**src/rtl/apb_alarm_master.sv**
```systemverilog
`default_nettype none
// ============================================================================
// Module   : apb_alarm_master
// Brief    : APB initiator for the alarm peripheral plus a periodic time-now
//            poller. Define APB_MASTER_TIMEOUT_EN to add the ACCESS timeout.
// Revision : 1.0 - initial release
// ============================================================================
module apb_alarm_master #(
  parameter int unsigned POLL_PERIOD    = 1000,
  parameter logic [31:0] POLL_ADDR      = 32'h8,
  parameter int unsigned TIMEOUT_CYCLES = 16
) (
  input  logic        pclk_i,
  input  logic        presetn_i,
  // request / response side
  input  logic        req_valid_i,
  output logic        req_ready_o,
  input  logic        req_write_i,
  input  logic [31:0] req_addr_i,
  input  logic [31:0] req_wdata_i,
  input  logic [3:0]  req_strb_i,
  output logic        rsp_valid_o,
  input  logic        rsp_ready_i,
  output logic [31:0] rsp_rdata_o,
  output logic        rsp_err_o,
  // poller
  input  logic        poll_en_i,
  output logic [15:0] time_now_o,
  output logic        time_now_valid_o,
  output logic        poll_err_o,
  // APB
  output logic [31:0] paddr_o,
  output logic        psel_o,
  output logic        penable_o,
  output logic        pwrite_o,
  output logic [31:0] pwdata_o,
  output logic [3:0]  pstrb_o,
  input  logic        pready_i,
  input  logic [31:0] prdata_i,
  input  logic        pslverr_i
);

  localparam int unsigned CNT_W = $clog2(POLL_PERIOD);

  typedef enum logic [1:0] {
    IDLE   = 2'd0,
    SETUP  = 2'd1,
    ACCESS = 2'd2,
    RESP   = 2'd3
  } state_t;

  state_t           state;
  state_t           state_nxt;
  logic             tag_poll;
  logic             poll_pending;
  logic [CNT_W-1:0] poll_cnt;
  logic             poll_tc;
  logic             accept_ext;
  logic             issue_poll;
  logic             complete;
  logic             abort;
  logic             timeout_hit;

  assign poll_tc = poll_en_i && (poll_cnt == CNT_W'(POLL_PERIOD - 1));

`ifdef APB_MASTER_TIMEOUT_EN
  localparam int unsigned TO_W = $clog2(TIMEOUT_CYCLES + 1);

  logic [TO_W-1:0] access_cnt;

  // Counts completed ACCESS cycles of the current transfer; zero on entry.
  always_ff @(posedge pclk_i or negedge presetn_i) begin
    if (!presetn_i) begin
      access_cnt <= '0;
    end else if (state != ACCESS) begin
      access_cnt <= '0;
    end else if (!timeout_hit) begin
      access_cnt <= access_cnt + TO_W'(1);
    end
  end

  assign timeout_hit = (access_cnt == TO_W'(TIMEOUT_CYCLES - 1));
`else
  // No counter: never true for a legal TIMEOUT_CYCLES, so ACCESS waits for pready_i.
  assign timeout_hit = (TIMEOUT_CYCLES == 0);
`endif

  always_ff @(posedge pclk_i or negedge presetn_i) begin
    if (!presetn_i) begin
      state <= IDLE;
    end else begin
      state <= state_nxt;
    end
  end

  always_comb begin
    state_nxt   = state;
    accept_ext  = 1'b0;
    issue_poll  = 1'b0;
    complete    = 1'b0;
    abort       = 1'b0;
    req_ready_o = 1'b0;
    psel_o      = 1'b0;
    penable_o   = 1'b0;
    rsp_valid_o = 1'b0;
    case (state)
      IDLE: begin
        req_ready_o = !poll_pending;
        if (req_valid_i && !poll_pending) begin
          accept_ext = 1'b1;
          state_nxt  = SETUP;
        end else if (poll_pending) begin
          issue_poll = 1'b1;
          state_nxt  = SETUP;
        end
      end
      SETUP: begin
        psel_o    = 1'b1;
        state_nxt = ACCESS;
      end
      ACCESS: begin
        psel_o    = 1'b1;
        penable_o = 1'b1;
        // pready_i in the last allowed cycle still completes normally
        if (pready_i) begin
          complete  = 1'b1;
          state_nxt = tag_poll ? IDLE : RESP;
        end else if (timeout_hit) begin
          abort     = 1'b1;
          state_nxt = tag_poll ? IDLE : RESP;
        end
      end
      RESP: begin
        rsp_valid_o = 1'b1;
        if (rsp_ready_i) begin
          state_nxt = IDLE;
        end
      end
      default: state_nxt = IDLE;
    endcase
  end

  always_ff @(posedge pclk_i or negedge presetn_i) begin
    if (!presetn_i) begin
      tag_poll         <= 1'b0;
      paddr_o          <= '0;
      pwrite_o         <= 1'b0;
      pwdata_o         <= '0;
      pstrb_o          <= '0;
      rsp_rdata_o      <= '0;
      rsp_err_o        <= 1'b0;
      time_now_o       <= '0;
      time_now_valid_o <= 1'b0;
      poll_err_o       <= 1'b0;
    end else begin
      time_now_valid_o <= 1'b0;
      poll_err_o       <= 1'b0;
      if (accept_ext) begin
        tag_poll <= 1'b0;
        paddr_o  <= req_addr_i;
        pwrite_o <= req_write_i;
        pwdata_o <= req_wdata_i;
        pstrb_o  <= req_strb_i;
      end else if (issue_poll) begin
        tag_poll <= 1'b1;
        paddr_o  <= POLL_ADDR;
        pwrite_o <= 1'b0;
        pstrb_o  <= '0;
      end
      if (complete || abort) begin
        if (tag_poll) begin
          if (complete && !pslverr_i) begin
            time_now_o       <= prdata_i[15:0];
            time_now_valid_o <= 1'b1;
          end else begin
            poll_err_o <= 1'b1;
          end
        end else begin
          rsp_rdata_o <= (abort || pwrite_o) ? '0 : prdata_i;
          rsp_err_o   <= abort || pslverr_i;
        end
      end
    end
  end

  // A terminal count while a poll is already pending is dropped, not queued.
  always_ff @(posedge pclk_i or negedge presetn_i) begin
    if (!presetn_i) begin
      poll_cnt     <= '0;
      poll_pending <= 1'b0;
    end else if (!poll_en_i) begin
      poll_cnt     <= '0;
      poll_pending <= 1'b0;
    end else begin
      poll_cnt <= poll_tc ? '0 : poll_cnt + CNT_W'(1);
      if (issue_poll) begin
        poll_pending <= 1'b0;
      end else if (poll_tc) begin
        poll_pending <= 1'b1;
      end
    end
  end

endmodule
`default_nettype wire
```
**config.mk**
```make
export PLATFORM = sky130hd
export DESIGN_NAME = apb_alarm_master
export DESIGN_NICKNAME = d
export VERILOG_FILES = /design/src/rtl/apb_alarm_master.sv
export SDC_FILE = /design/constraint.sdc
export NUM_CORES = 1
export LEC_CHECK = 0
export BUFFER_PORTS_ARGS = -buffer_cell sky130_fd_sc_hd__buf_2
export CAP_MARGIN = 20
export CORE_ASPECT_RATIO = 2
export CORE_MARGIN = 3
export CORE_UTILIZATION = 39
export CTS_CLUSTER_DIAMETER = 50
export DETAILED_ROUTE_END_ITERATION = 7
export PLACE_DENSITY = 0.68
export SLEW_MARGIN = 10
export SYNTH_ARGS = -nofsm -noshare
export SYNTH_HDL_FRONTEND = slang
export SYNTH_SLANG_ARGS = --single-unit
```
**constraint.sdc**
```tcl
create_clock -name pclk_i -period 2.35 [get_ports pclk_i]
set_input_delay 0.3525 -clock pclk_i [delete_from_list [all_inputs] [get_ports pclk_i]]
set_output_delay 0.3525 -clock pclk_i [all_outputs]
set_load 0.1 [all_outputs]
```
## Word level (Yosys, flattened, before mapping)

Index checks and enable logic that the tools add are counted.

- Register bits: 134
- Memory bits (writable): 0
- Latch bits: 0
- Output and inout port bits: 124
- Memories kept: 0
- ROM bits: 0

- Add/sub/neg operators: 1
- Div/mod/pow operators: 0
- Mux-type cells: 37
- Equality and inequality tests: 8
- Reduce and logical (&&, ||, !) cells: 11
- Multiply operators: 0
- Shift operators: 0
- Bitwise operators: 1
- Magnitude comparators: 0

Operators with widths:

| cell | number |
|---|---|
| $mux W32 | 3 |
| $mux W1 | 24 |
| $mux W10 | 2 |
| $add A10 B1 Y10 const B | 1 |
| $eq A10 B10 Y1 const B | 1 |
| $mux W2 | 5 |
| $mux W4 | 2 |
| $pmux W2 S4 | 1 |
| $reduce_and A3 Y1 | 2 |
| $eq A2 B2 Y1 const B | 2 |
| $ne A2 B2 Y1 const B | 2 |
| $logic_and A1 B1 Y1 | 3 |
| $ne A3 B1 Y1 const B | 1 |
| $ne A3 B3 Y1 const B | 1 |
| $eq A2 B1 Y1 const B | 1 |
| $logic_not A1 Y1 | 2 |
| $logic_not A2 Y1 | 1 |
| $reduce_and A2 Y1 | 1 |
| $reduce_bool A2 Y1 | 1 |
| $reduce_or A2 Y1 | 1 |
| $not A1 Y1 | 1 |

## Depth between registers and ports, before layout

Gate-level depths: netlist (run 1).

- Depth in word-level cells: 6
- Gate-level depth with buffers: 8
- Mapped depth without buffers: 5

## Worst setup path before layout (run 1)

No wires, ideal clock.

- Kind: reg-to-reg
- From: register state[0]
- To: register pwdata_o[0]
- Data required time: 2.225 ns
- Arrival time: 2.407 ns
- Stages on the path, launching flop included: 8
- Path slack: -0.182 ns
- Library setup time: 0.125 ns
- Period minus slack after synthesis: 2.532 ns
- Path through: dfrtp_1 -> inv_1 -> ha_1 -> nor2b_2 -> and2_1 -> buf_6 -> buf_6 -> mux2_2

- Cells in the longest elaborated chain, start to end: 2

Ends and longest elaborated chain:

| what | line | RTL |
|---|---|---|
| start: declaration | 52 | `state_t state;` |
| start signal: assignment | 92 | `state <= state_nxt;` |
| $logic_not A2 Y1 | 106 | `case (state)` |
| $mux W1 | 106 |  |
| end signal: assignment | 162 | `pwdata_o <= req_wdata_i;` |
| end: declaration | 36 | `output logic [31:0] pwdata_o,` |

No other way between the ends.
A chain may end at the register's enable or synchronous reset.

## Worst setup path in the final report (run 1)

- From: register state[0]
- To: output req_ready_o

- Cells in the longest elaborated chain, start to end: 2

Ends and longest elaborated chain:

| what | line | RTL |
|---|---|---|
| $logic_not A2 Y1 | 106 |  |
| $mux W1 | 106 |  |
| end: declaration | 17 | `output logic req_ready_o,` |

No other way between the ends.

==> results.txt, run 1 <==
CTS Buf Count = 17
Max-slew headroom = 57.23%
Synth warnings = 0
Final worst path period share = 91.78%
WS Path Type = flip-flop to primary output
P&R area growth vs syn = 35.66%
Core Area = 13140 sq um
Setup violators final = 0
Port Buffer Count = 231
Crit path required time = 2000 ps
Clock period minus worst slack = 2157 ps
Arrival time worst endpoint = 1800 ps
Post-route setup TNS = 0 ps
Share of cells above drive strength 1 = 49.62%
Asr flop ratio synth = 100.0%
DR vias/cell = 5.067
Root Driver = clkbuf_16
Ys flop type = dfrtp_1
Slew Viols, Final = 0
WL final = 13940 um
Hold_buf cts = 1
Critical-path cell list = inv_1 > ha_1 > nor2b_4 > buf_2
Final Cell Area = 7164 sq um
Total global-route track usage = 18.92%
Final HPWL DP = 10290 um
FF+latch area = 3353 sq um
Skew final = 13.06 ps
Die W = 88.29 um
Initial Util = 40.19%
Vias in the first global route = 4305
DIE AREA = 15060 sq um
Drt pass-1 iters = 4
Post-synthesis sequential area ratio = 63.49%
Worst-path clk slew = 70 ps
Hold Violations, Final = 0
CP top delay family = buffers and inverters
Final Hold Slack = 161.9 ps
First DRT Iteration DRCs = 98
Critical path peak fanout = 7
Yosys top cell area share = 63.49%
Routability cong. = 0.8468
# DRC = 0
# resized after CTS = 0
Post-synth EDFFs = 0
Initial antenna violation count = 1
Worst skew pair latency = 410 ps
Vias = 4084
Unrepaired setup endpoints after global routing = no
Filler Cells Inserted = 1164
Worst-Margin Slew = 641.5 ps
Global-route wire length before repair = 21660 um
CTS max path bufs = 2
Grt total ovfl = 0
Final #Nets = 752
Multi-input gate area = 1783 sq um
Die Y = 170.6 um
CTS Sinks = 134
CTS tree = yes
Largest net degree at the start of global routing = 70
Number of setup buffers added after CTS = 0
Seq cells post-synth = 134
Final ANT Viol Nets = 0
Critical path buffers and inverters = 2
Max Cap Violations = 0
CP peak stage delay = 430 ps
Synth Net Count = 513
Post-DP Area = 6608 sq um
CP max-delay cell = buf_2
WL/cell = 17.30 um
Max Clk Rate = 0.4636 GHz
Critical path startpoint category = flip-flop
Synth area leader = dfrtp_1
Min-delay worst type = primary input to flip-flop
Average size of a mapped cell = 13.17 sq um
Core Rows = 59
Outcome = finished, final reports clean
Yosys cell types = 38
Post-synthesis cell count = 401
H-tree Lvls = 4
Crit path capture type = primary output
Top cells by area, synth = dfrtp_1, mux2_2, a22o_1
Synthesized cell area = 5281 sq um
Number of top-level pins = 232
## final cells by class
cell class                      count  share of cell area (%)
Multi-Input combinational cell    240                   24.89
Tap cell                          152                   2.655
Antenna cell                        1                 0.03493
Inverter                            5                  0.2620
Clock inverter                     14                   1.607
Timing Repair Buffer              242                   17.76
Clock buffer                       18                   5.990
Sequential cell                   134                   46.80
## registers in the layout (all words and copies together) (netlist names)
register / flops
paddr_o: 32
poll_cnt: 10
poll_err_o: 1
poll_pending: 1
pstrb_o: 4
pwdata_o: 32
pwrite_o: 1
rsp_err_o: 1
rsp_rdata_o: 32
state: 2
tag_poll: 1
time_now_o: 16
time_now_valid_o: 1
## logic make-up after synthesis
| logic type | Yosys count | share of synthesized area [%] |
|---|---|---|
| compound gates | 86 | 11.44 |
| xor+xnor | 3 | 0.4976 |
| fa+ha+maj | 4 | 0.9477 |
| buf+inv | 27 | 2.867 |
| flops | 134 | 63.49 |
| mux | 49 | 10.45 |
| simple gates | 98 | 10.31 |
## per-layer routing
metal	part of all wire [%]	up-vias	global-route usage, %	wire length [um]
met2	55	155	33.26	7662
met4	4.7	0	9.276	650
li1	-	1893	-	-
met1	35	1998	20.13	4947
met3	4.9	38	5.542	684
met5	0	-	0	0
## layout by cell type (no fill, tap or decap), types with 3 or more instances in the layout
cell and n:
buf_4 8, clkbuf_16 17, inv_6 6, a22o_1 37
nand2b_1 35, or3_1 3, mux2_2 44, buf_2 230
dfrtp_1 134, clkinvlp_4 5, mux2_1 5, nand2_1 35
inv_1 5, ha_1 4, nand3_1 4, nor2_1 3
a21oi_1 6, o21ai_0 34
## synth_stat cells (all sizes together) (3+ instances only)
cell	n
dfrtp	134
mux2	49
a22o	37
o21ai	36
nand2	35
nand2b	35
clkbuf	12
buf	10
a21oi	6
inv	5
ha	4
nand3	4
and2	3
nor2	3
nor2b	3
o31ai	3
or3	3
## through the flow
step / std cells / setup slack [ps] / util [%]
2_1_floorplan: 401 / 11.06 / -
3_3_place_gp: 772 / 488.2 / 50.29
3_5_place_dp: 772 / 430.0 / 50.29
4_1_cts: 805 / 162.9 / 54.50
5_1_grt: 806 / 106.1 / 54.52
6_report: 806 / 193.1 / 54.52
## worst register-to-register path: stages (launching register included)
cell and delay (ps):
dfrtp_1 400, inv_1 80, ha_1 280, nor2b_4 150, and2_2 210, buf_12 180, buf_4 260, a22o_1 250
## worst paths after layout
path | from | end | slack [ps] | cells past startpoint
setup / recovery | state[0]$_DFFE_PN0P_ | req_ready_o | 190 | 4
hold / removal | req_addr_i[23] | paddr_o[23]$_DFFE_PN0P_ | 160 | 2
setup reg to reg | state[0]$_DFFE_PN0P_ | paddr_o[8]$_DFFE_PN0P_ | 430 | 7
hold reg to reg | poll_cnt[0]$_DFF_PN0_ | poll_cnt[0]$_DFF_PN0_ | 460 | 1
max in group asynchronous | presetn_i | pstrb_o[1]$_DFFE_PN0P_ | 1130 | 3
min in group asynchronous | presetn_i | pwdata_o[13]$_DFFE_PN0P_ | 510 | 2
Power of run 1 is left out: the tool's default activity adds up to more than one toggle a clock period on the data nets, which glitch-free logic cannot reach.
==> run 2, diff against run 1 <==
REMOVE_ABC_BUFFERS = 1   (was not set)
==> results.txt, run 2 (synthesized netlist as in run 1, its figures left out) <==
Min-delay worst type = primary input to flip-flop
Worst-Margin Slew = 604.6 ps (-36.90 ps)
Worst skew pair latency = 410 ps (about the same)
Grt total ovfl = 0 (unchanged)
DIE AREA = 15060 sq um (unchanged)
CP peak stage delay = 450 ps (+20 ps)
Largest net degree at the start of global routing = 59 (-16%)
P&R area growth vs syn = 36.53%
Number of setup buffers added after CTS = 0 (unchanged)
Clock period minus worst slack = 2246 ps (+89.59 ps)
Root Driver = clkbuf_16
Final worst path period share = 95.60% (+3.8 points)
Initial Util = 40.19% (unchanged)
Number of top-level pins = 232 (unchanged)
CP max-delay cell = buf_2
CTS tree = yes
Global-route wire length before repair = 21850 um (+0.86%)
Commonest non-fill, non-tap cell in the layout = buf_2
Setup WS post-layout = 103.5 ps (-89.59 ps)
Core Area = 13140 sq um (unchanged)
Core Rows = 59 (unchanged)
Total global-route track usage = 19.01% (+0.092 points)
WL/cell = 17.27 um (-0.15%)
Die W = 88.29 um (unchanged)
Critical-path cell list = inv_1 > ha_1 > nor2b_2 > buf_2
Initial antenna violation count = 1 (unchanged)
Drt pass-1 iters = 4 (unchanged)
Filler Cells Inserted = 1142 (-1.9%)
Most frequent cells in the layout = buf_2, dfrtp_1, mux2_2
Vias = 4016 (-1.7%)
Critical path startpoint category = flip-flop
Worst-path clk slew = 60 ps (about the same)
CTS max path bufs = 2 (unchanged)
Largest registers = paddr_o x32, pwdata_o x32, rsp_rdata_o x32
Port Buffer Count = 231 (unchanged)
Vias in the first global route = 4262 (-1.0%)
WL final = 13910 um (-0.27%)
Outcome = finished, final reports clean
Max-slew headroom = 59.54% (+2.3 points)
Die Y = 170.6 um (unchanged)
Finished Core Util = 54.88% (+0.35 points)
CTS Sinks = 134 (unchanged)
Arrival time worst endpoint = 1890 ps (+90 ps)
# DRC = 0 (unchanged)
Post-route non-filler standard cell count = 805 (-0.12%)
DP Cell Count = 771 (-0.13%)
CTS Buf Count = 17 (unchanged)
First DRT Iteration DRCs = 119 (+21%)
Dpl ws = 368.3 ps (-61.62 ps)
Crit path required time = 2000 ps (about the same)
H-tree Lvls = 4 (unchanged)
Crit path capture type = primary output
Skew final = 7.273 ps (-5.791 ps)
Routability cong. = 0.8290 (-2.1%)
Max Cap Violations = 0 (unchanged)
Share of cells above drive strength 1 = 49.69% (+0.076 points)
Final HPWL DP = 10460 um (+1.7%)
Setup violators final = 0 (unchanged)
WS Path Type = flip-flop to primary output
Max Clk Rate = 0.4451 GHz (-4.0%)
Final #Nets = 751 (-0.13%)
DR vias/cell = 4.989 (-1.5%)
Hold Violations, Final = 0 (unchanged)
Final ANT Viol Nets = 0 (unchanged)
Critical path peak fanout = 7 (unchanged)
Slew Viols, Final = 0 (unchanged)
-- run 2: cell types whose count changed in the layout (fill, tap and decap cells not counted), sizes merged --
cell,delta
clkinvlp,-1
clkinv,+2
buf,-1
inv,-1
-- run 2: area by class of cell --
| type | instances | area [sq um] | area share (%) |
|---|---|---|---|
| clock inverter | 14 | 118.9 | 1.648 |
| timing repair buffer | 241 | 1303 | 18.06 |
| sequential | 134 | 3353 | 46.50 |
| antenna | 1 | 2.502 | 0.03470 |
| inverter | 5 | 18.77 | 0.2603 |
| tap | 152 | 190.2 | 2.638 |
| clock buffer | 18 | 439.2 | 6.091 |
| multi-input combinational | 240 | 1785 | 24.76 |
-- run 2: metal layers --
| metal | track usage (%) | vias to the layer above | part of all wire (%) |
|---|---|---|---|
| met1 | 20.36 | 1947 | 36 |
| met3 | 4.145 | 28 | 4.7 |
| met4 | 9.342 | 0 | 3.5 |
| met5 | 0 | - | 0 |
| li1 | - | 1894 | - |
| met2 | 34.24 | 147 | 56 |
-- run 2: path summary, 6_finish.rpt --
kind	cells past startpoint	slack, ps	endpoint	from
worst max-delay path	4	100	req_ready_o	state[0]$_DFFE_PN0P_
worst min-delay path	2	160	pwdata_o[5]$_DFFE_PN0P_	req_wdata_i[5]
worst max register to register	7	360	paddr_o[18]$_DFFE_PN0P_	state[0]$_DFFE_PN0P_
worst min register to register	1	460	poll_cnt[0]$_DFF_PN0_	poll_cnt[0]$_DFF_PN0_
max in group asynchronous	3	1110	pwdata_o[26]$_DFFE_PN0P_	presetn_i
min in group asynchronous	2	460	rsp_rdata_o[5]$_DFFE_PN0P_	presetn_i
-- run 2: what timing repair did --
| item | 4_1_cts | 5_1_grt |
|---|---|---|
| endpoints found under the hold margin | 53 | 0 |
| gates resized for setup | 0 | 0 |
| hold buffers | 1 | 0 |
-- run 2: worst max-delay path: cells and delay by family, from the launching register on --
| kind | cells | cell delay, ps |
|---|---|---|
| DFF | 1 | 420 |
| adders and majority gates | 1 | 310 |
| buffers and inverters | 2 | 550 |
| and+or+nand+nor | 1 | 210 |
-- run 2: metrics by stage --
step | setup TNS [ps] | area [sq um] | hold WS (ps)
after floorplan | -110170 | 5149 | 56.91
after global placement | 0 | 6640 | 343.9
after detailed placement | 0 | 6640 | 358.0
after CTS | 0 | 7208 | 142.3
after global routing | -0.3546 | 7211 | 151.7
final | 0 | 7211 | 162.2
Power of run 2 is left out for the same reason.
